`src/rtl/delay_ram_scheduler_pkg.sv`:
```
// Shared defaults, FSM state type and power-on tap offset table for the delay-RAM scheduler.
package delay_sched_pkg;

  localparam int ADDR_W_DEF = 13;
  localparam int DATA_W_DEF = 11;
  localparam int NTAPS_DEF  = 4;

  typedef enum logic [2:0] {
    S_IDLE,
    S_READ,
    S_CAPTURE,
    S_WRITE,
    S_DONE
  } state_t;

  // Taps beyond the table start at offset 0.
  function automatic logic [15:0] default_offset(input int k);
    case (k)
      0:       return 16'h001;
      1:       return 16'h080;
      2:       return 16'h0C0;
      3:       return 16'h100;
      default: return 16'h000;
    endcase
  endfunction

endpackage

```
`src/rtl/delay_ram_scheduler_if.sv`:
```
// Delay-RAM port bundle: the scheduler drives address/write, the RAM returns read data one cycle later.
interface delay_ram_scheduler_if
  import delay_sched_pkg::*;
#(
  parameter int ADDR_W = ADDR_W_DEF,
  parameter int DATA_W = DATA_W_DEF
);
  logic              ram_we;
  logic [ADDR_W-1:0] ram_addr;
  logic [DATA_W-1:0] ram_wdata;
  logic [DATA_W-1:0] ram_rdata;

  modport master (output ram_we, ram_addr, ram_wdata, input ram_rdata);
  modport slave  (input ram_we, ram_addr, ram_wdata, output ram_rdata);
endinterface

```
`src/rtl/delay_ram_scheduler_lfo.sv`:
```
// tap_lfo: 6-bit triangle generator (0..63..0) that advances one step per strobe.
// Only instantiated when TAP_MOD_EN is defined.
module tap_lfo (
  input  logic       clk,
  input  logic       reset,
  input  logic       step,
  output logic [5:0] value
);
  logic down;

  always_ff @(posedge clk or negedge reset) begin
    if (!reset) begin
      value <= 6'd0;
      down  <= 1'b0;
    end else if (step) begin
      if (!down) begin
        if (value == 6'd63) begin
          down  <= 1'b1;
          value <= 6'd62;
        end else begin
          value <= value + 6'd1;
        end
      end else begin
        if (value == 6'd0) begin
          down  <= 1'b0;
          value <= 6'd1;
        end else begin
          value <= value - 6'd1;
        end
      end
    end
  end
endmodule

```
`src/rtl/delay_ram_scheduler.sv`:
```
// Per-sample delay-line sequencer: NTAPS reads, one write, then publishes tap data.
// Optional macro TAP_MOD_EN adds a triangle LFO to the offsets of taps 1..NTAPS-1.
//   state   | meaning
//   IDLE    | waiting for sample_tick
//   READ    | one RAM read per tap slot
//   CAPTURE | last read data lands
//   WRITE   | store latched sample at wptr
//   DONE    | publish taps, advance wptr, pulse frame_done
module delay_ram_scheduler
  import delay_sched_pkg::*;
#(
  parameter int ADDR_W = ADDR_W_DEF,
  parameter int DATA_W = DATA_W_DEF,
  parameter int NTAPS  = NTAPS_DEF,
  localparam int IDX_W = (NTAPS > 1) ? $clog2(NTAPS) : 1
) (
  input  logic                    clk,
  input  logic                    reset,
  input  logic                    sample_tick,
  input  logic [DATA_W-1:0]       wr_sample,
  input  logic [NTAPS-1:0]        tap_en,
  input  logic                    cfg_we,
  input  logic [IDX_W-1:0]        cfg_idx,
  input  logic [ADDR_W-1:0]       cfg_offset,
  delay_ram_scheduler_if.master   ram,
  output logic [NTAPS*DATA_W-1:0] tap_data,
  output logic [NTAPS-1:0]        tap_valid,
  output logic                    frame_done,
  output logic                    busy,
  output logic                    overrun
);

  state_t            state, next_state;
  logic [IDX_W-1:0]  slot, rd_idx;
  logic              rd_pend;
  logic [ADDR_W-1:0] wptr, addr_q, tap_off;
  logic [DATA_W-1:0] sample_q;
  logic [NTAPS-1:0]  en_q;
  logic [ADDR_W-1:0] pending [NTAPS];
  logic [ADDR_W-1:0] active  [NTAPS];
  logic [DATA_W-1:0] taps_q  [NTAPS];

`ifdef TAP_MOD_EN
  logic [5:0] lfo_val;

  tap_lfo u_lfo (
    .clk   (clk),
    .reset (reset),
    .step  (state == S_DONE),
    .value (lfo_val)
  );
`endif

  always_comb begin
    tap_off = active[slot];
`ifdef TAP_MOD_EN
    if (slot != '0) tap_off = tap_off + ADDR_W'(lfo_val);
`endif
  end

  always_ff @(posedge clk or negedge reset) begin
    if (!reset) state <= S_IDLE;
    else        state <= next_state;
  end

  // ram_addr is combinational from state but falls back to its last value outside READ/WRITE.
  always_comb begin
    next_state    = state;
    ram.ram_we    = 1'b0;
    ram.ram_addr  = addr_q;
    ram.ram_wdata = sample_q;
    frame_done    = 1'b0;
    busy          = (state != S_IDLE);
    case (state)
      S_IDLE:    if (sample_tick) next_state = S_READ;
      S_READ: begin
        ram.ram_addr = wptr - tap_off;
        if (slot == IDX_W'(NTAPS - 1)) next_state = S_CAPTURE;
      end
      S_CAPTURE: next_state = S_WRITE;
      S_WRITE: begin
        ram.ram_we   = 1'b1;
        ram.ram_addr = wptr;
        next_state   = S_DONE;
      end
      S_DONE: begin
        frame_done = 1'b1;
        next_state = S_IDLE;
      end
      default:   next_state = S_IDLE;
    endcase
  end

  always_ff @(posedge clk or negedge reset) begin
    if (!reset) begin
      wptr      <= '0;
      addr_q    <= '0;
      slot      <= '0;
      rd_idx    <= '0;
      rd_pend   <= 1'b0;
      sample_q  <= '0;
      en_q      <= '0;
      overrun   <= 1'b0;
      tap_data  <= '0;
      tap_valid <= '0;
      for (int k = 0; k < NTAPS; k++) begin
        pending[k] <= ADDR_W'(default_offset(k));
        active[k]  <= ADDR_W'(default_offset(k));
        taps_q[k]  <= '0;
      end
    end else begin
      addr_q  <= ram.ram_addr;
      rd_pend <= (state == S_READ);
      rd_idx  <= slot;
      if (cfg_we) pending[cfg_idx] <= cfg_offset;
      if (sample_tick && state != S_IDLE) overrun <= 1'b1;
      // Read data for slot k arrives the cycle after its address.
      if (rd_pend) taps_q[rd_idx] <= en_q[rd_idx] ? ram.ram_rdata : '0;
      case (state)
        S_IDLE: begin
          if (sample_tick) begin
            sample_q <= wr_sample;
            en_q     <= tap_en;
            slot     <= '0;
            active   <= pending;
          end
        end
        S_READ:  slot <= slot + IDX_W'(1);
        S_WRITE: begin
          tap_valid <= en_q;
          for (int k = 0; k < NTAPS; k++) tap_data[k*DATA_W +: DATA_W] <= taps_q[k];
        end
        S_DONE:  wptr <= wptr + ADDR_W'(1);
        default: ;
      endcase
    end
  end

endmodule

```
`src/flat_wrapper.sv`:
```
// flat-port wrapper written by rule: the top's interface ports become plain ports
module delay_ram_scheduler_flat import delay_sched_pkg::*;
#(
  parameter int ADDR_W = ADDR_W_DEF,
  parameter int DATA_W = DATA_W_DEF,
  parameter int NTAPS  = NTAPS_DEF,
  localparam int IDX_W = (NTAPS > 1) ? $clog2(NTAPS) : 1
)
  (clk, reset, sample_tick, wr_sample, tap_en, cfg_we, cfg_idx, cfg_offset, tap_data, tap_valid, frame_done, busy, overrun, ram_ram_we, ram_ram_addr, ram_ram_wdata, ram_ram_rdata);
  delay_ram_scheduler_if #(.ADDR_W(ADDR_W), .DATA_W(DATA_W)) ram_i ();
  input  logic clk;
  input  logic reset;
  input  logic sample_tick;
  input  logic [DATA_W-1:0] wr_sample;
  input  logic [NTAPS-1:0] tap_en;
  input  logic cfg_we;
  input  logic [IDX_W-1:0] cfg_idx;
  input  logic [ADDR_W-1:0] cfg_offset;
  output logic [NTAPS*DATA_W-1:0] tap_data;
  output logic [NTAPS-1:0] tap_valid;
  output logic frame_done;
  output logic busy;
  output logic overrun;
  output wire logic [$bits(ram_i.ram_we)-1:0] ram_ram_we;
  output wire logic [$bits(ram_i.ram_addr)-1:0] ram_ram_addr;
  output wire logic [$bits(ram_i.ram_wdata)-1:0] ram_ram_wdata;
  input wire logic [$bits(ram_i.ram_rdata)-1:0] ram_ram_rdata;
  assign ram_ram_we = ram_i.ram_we;
  assign ram_ram_addr = ram_i.ram_addr;
  assign ram_ram_wdata = ram_i.ram_wdata;
  assign ram_i.ram_rdata = ram_ram_rdata;
  delay_ram_scheduler #(.ADDR_W(ADDR_W), .DATA_W(DATA_W), .NTAPS(NTAPS)) u_core (.clk(clk), .reset(reset), .sample_tick(sample_tick), .wr_sample(wr_sample), .tap_en(tap_en), .cfg_we(cfg_we), .cfg_idx(cfg_idx), .cfg_offset(cfg_offset), .ram(ram_i), .tap_data(tap_data), .tap_valid(tap_valid), .frame_done(frame_done), .busy(busy), .overrun(overrun));
endmodule
```
`config.mk`:
```
export PLATFORM = sky130hd
export DESIGN_NAME = delay_ram_scheduler_flat
export DESIGN_NICKNAME = d
export VERILOG_FILES = /design/src/rtl/delay_ram_scheduler_pkg.sv /design/src/rtl/delay_ram_scheduler_if.sv /design/src/rtl/delay_ram_scheduler_lfo.sv /design/src/rtl/delay_ram_scheduler.sv /design/src/flat_wrapper.sv
export SDC_FILE = /design/constraint.sdc
export NUM_CORES = 1
export LEC_CHECK = 0
export CORE_MARGIN = 3
export CORE_UTILIZATION = 56
export DETAILED_ROUTE_END_ITERATION = 8
export PLACE_DENSITY = 0.76
export SLEW_MARGIN = 5
export SYNTH_ARGS = -nofsm -noshare
export SYNTH_HDL_FRONTEND = slang
export SYNTH_SLANG_ARGS = --single-unit
```
`constraint.sdc`:
```
create_clock -name clk -period 5.7 [get_ports clk]
set_clock_uncertainty 0.05 [all_clocks]
set_input_delay 1.14 -clock clk [delete_from_list [all_inputs] [get_ports clk]]
set_output_delay 1.14 -clock clk [all_outputs]
set_load 0.1 [all_outputs]
```
==> run metrics <==
post-synthesis register bit count=246; routed len/inst=19.3 um; CTS tree=yes; Area Growth Syn to Fin=21.5%; Setup TNS Final=0 ps; Final HPWL DP=14800 um; Setup Viol. Count Final=0; CORE AREA=17500 um^2; clock sink count=roughly 250; Rows=48; drc violations=0; grt ovf=0; Req. time, crit path=4510 ps; Finished Layout Cells=between 1000 and 1500; final slew viol count=0; Mapped Area=10200 um^2; Peak Freq=0.190 GHz; Die X=141 um; CTS Hold Bufs=0; vias in the first global route=6672; 1st-pass router iterations=4; I/O pin total=121; 1st-iter DRT viols=268; commonest non-fill, non-tap cells in the layout=236 x dfrtp_1, 105 x clkdlybuf4s50_1, 100 x mux2_2; sequential share of the synthesized area=60.6%; # H-tree levels=1; die height=roughly 140 um; clock buffer depth=3; Total Routing Usage GR=22.3%; Critical Path End Type=primary output; clock root buffer=clkbuf_16; fin crit share=about 93%; fill count=~1200; Net Count, Synth=816; clock latency at the later pin of the worst-skew pair=520 ps; Crit path arrival time=4090 ps; DP Cell Count=1072; layout cells sized above 1=around a fifth; Post-synth EDFFs=0; number of nets with antenna violations after routing=0; post-synth top area share=58.0%; Final min period=5280 ps; Hold Path Class=flop to flop; count of cell types in the netlist=48; final wirelength=21600 um; async set or reset register ratio after synthesis=between 90% and 100%; Slew headroom=30.9%; Placer Congestion=0.921; Syn. warnings=0; Top FF cell, synth=dfrtp_1; first-pass GRT wire length=35800 um; CTS Buf Count=25; Slew @ Worst Pin=1030 ps; Hold Slack=roughly 420 ps; # nets final=between 900 and 1000; Max Cap Violations=0; clock slew at reported path FFs=roughly 60 ps; most common cell after layout, fill and taps aside=dfrtp_1; setup repair bufs after CTS=0; RSZ-0062 raised after global routing=no; initial antenna violation count=0; via count=6265; PostCTS Resize Cnt=0; total die area=19800 um^2; critical path class=flop to primary output; Starting Density=~58%; vias per cell=5.60; Synth area leaders=dfrtp_1 58%, mux2_2 11%, mux2_1 7.4%, nand2_1 3.1%, dfstp_2 2.6%; largest net degree at the start of global routing=125; port bufs=120; Final Hold Viols=0; outcome=finished clean; largest area contributor in the netlist=dfrtp_1; CP Launch Type=flop; Synth Instances=755; Antenna diodes=0; Max FO, Critical Path=11; Avg Inst Size Synth=13.5 um^2
[through the flow]
| stage | instance area, um^2 | setup WS (ps) | utilization, % |
|---|---|---|---|
| after floorplan | 10200 | 62.9 | - |
| after global placement | 11500 | 1030 | 65.8 |
| after detailed placement | 11500 | 963 | 65.8 |
| after CTS | 12400 | 402 | 70.5 |
| after global routing | 12400 | 188 | 70.5 |
| final | 12400 | 425 | 70.5 |
[per-layer routing]
metal | vias up | global-route usage [%] | wire [um]
li1 | 2889 | - | -
met1 | 3220 | 31.9 | 9750
met2 | 120 | 36.7 | 10700
met3 | 36 | 3.22 | 698
met4 | 0 | 5.41 | 470
met5 | - | 0 | 0
[layout make-up]
| cell class | instances | area, um^2 | share of cell area, % |
|---|---|---|---|
| clock inverters | 8 | 68.8 | 0.557 |
| flip-flops and latches | 246 | 6170 | 49.9 |
| inverters | 20 | 75.1 | 0.607 |
| multi-input cells | 456 | 3790 | 30.7 |
| repair buffers | 125 | 1220 | 9.88 |
| clock buffers | 38 | 754 | 6.10 |
| well taps | 225 | 282 | 2.28 |
[flip-flops by register name, summed over array words and instances, names as in the netlist]
register and count:
u_core.rd_pend 1, u_core.overrun 1, u_core.tap_data 44, u_core.wptr 13, u_core.state 3, u_core.tap_valid 4, u_core.en_q 4, u_core.active 52
u_core.slot 2, u_core.addr_q 13, u_core.ram.ram_wdata 11, u_core.pending 52, u_core.taps_q 44, u_core.rd_idx 2
[synthesized netlist by cell type (all sizes together), types with 6 or more instances]
| cell | n |
|---|---|
| xnor2 | 13 |
| clkbuf | 18 |
| a21oi | 14 |
| dfrtp | 236 |
| mux2 | 167 |
| nand2 | 85 |
| nand3 | 12 |
| buf | 15 |
| ha | 15 |
| a21o | 6 |
| mux4 | 14 |
| dfstp | 10 |
| o21ai | 58 |
| nand2b | 6 |
| nor2 | 17 |
| xor2 | 8 |
| inv | 20 |
[final timing paths]
check / start / to / slack, ps / cells after the start
min in group asynchronous: reset / u_core.tap_data[28] / 670 / 1
worst min-delay path: u_core.overrun / u_core.overrun / 420 / 1
max in group asynchronous: reset / u_core.active[25] / 3730 / 2
worst max-delay path: u_core.slot[0] / ram_ram_addr[12] / 420 / 12
worst min register to register: u_core.overrun / u_core.overrun / 420 / 1
worst max register to register: u_core.slot[0] / u_core.addr_q[11] / 2310 / 11
[cell families (layout without fill, tap and decap cells)]
family,after synthesis,after routing,share of synthesized area [%]
fa+ha+maj,16,16,2.04
simple gates,141,141,6.19
compound gates,95,95,5.25
flops,246,246,60.6
buf+inv,53,191,2.19
xor+xnor,21,21,1.81
mux,183,183,21.9
[critical path: stages, from the launching register on]
cell	delay, ps
dfrtp_1	630
buf_4	290
mux4_2	500
inv_1	100
ha_1	300
a21o_1	220
a21o_1	180
or4_1	400
mux2i_1	160
a311oi_1	90
xor2_1	170
o21ai_1	200
buf_4	330
Power is left out: the tool's default activity adds up to more than one toggle a clock period on the data nets, which glitch-free logic cannot reach.
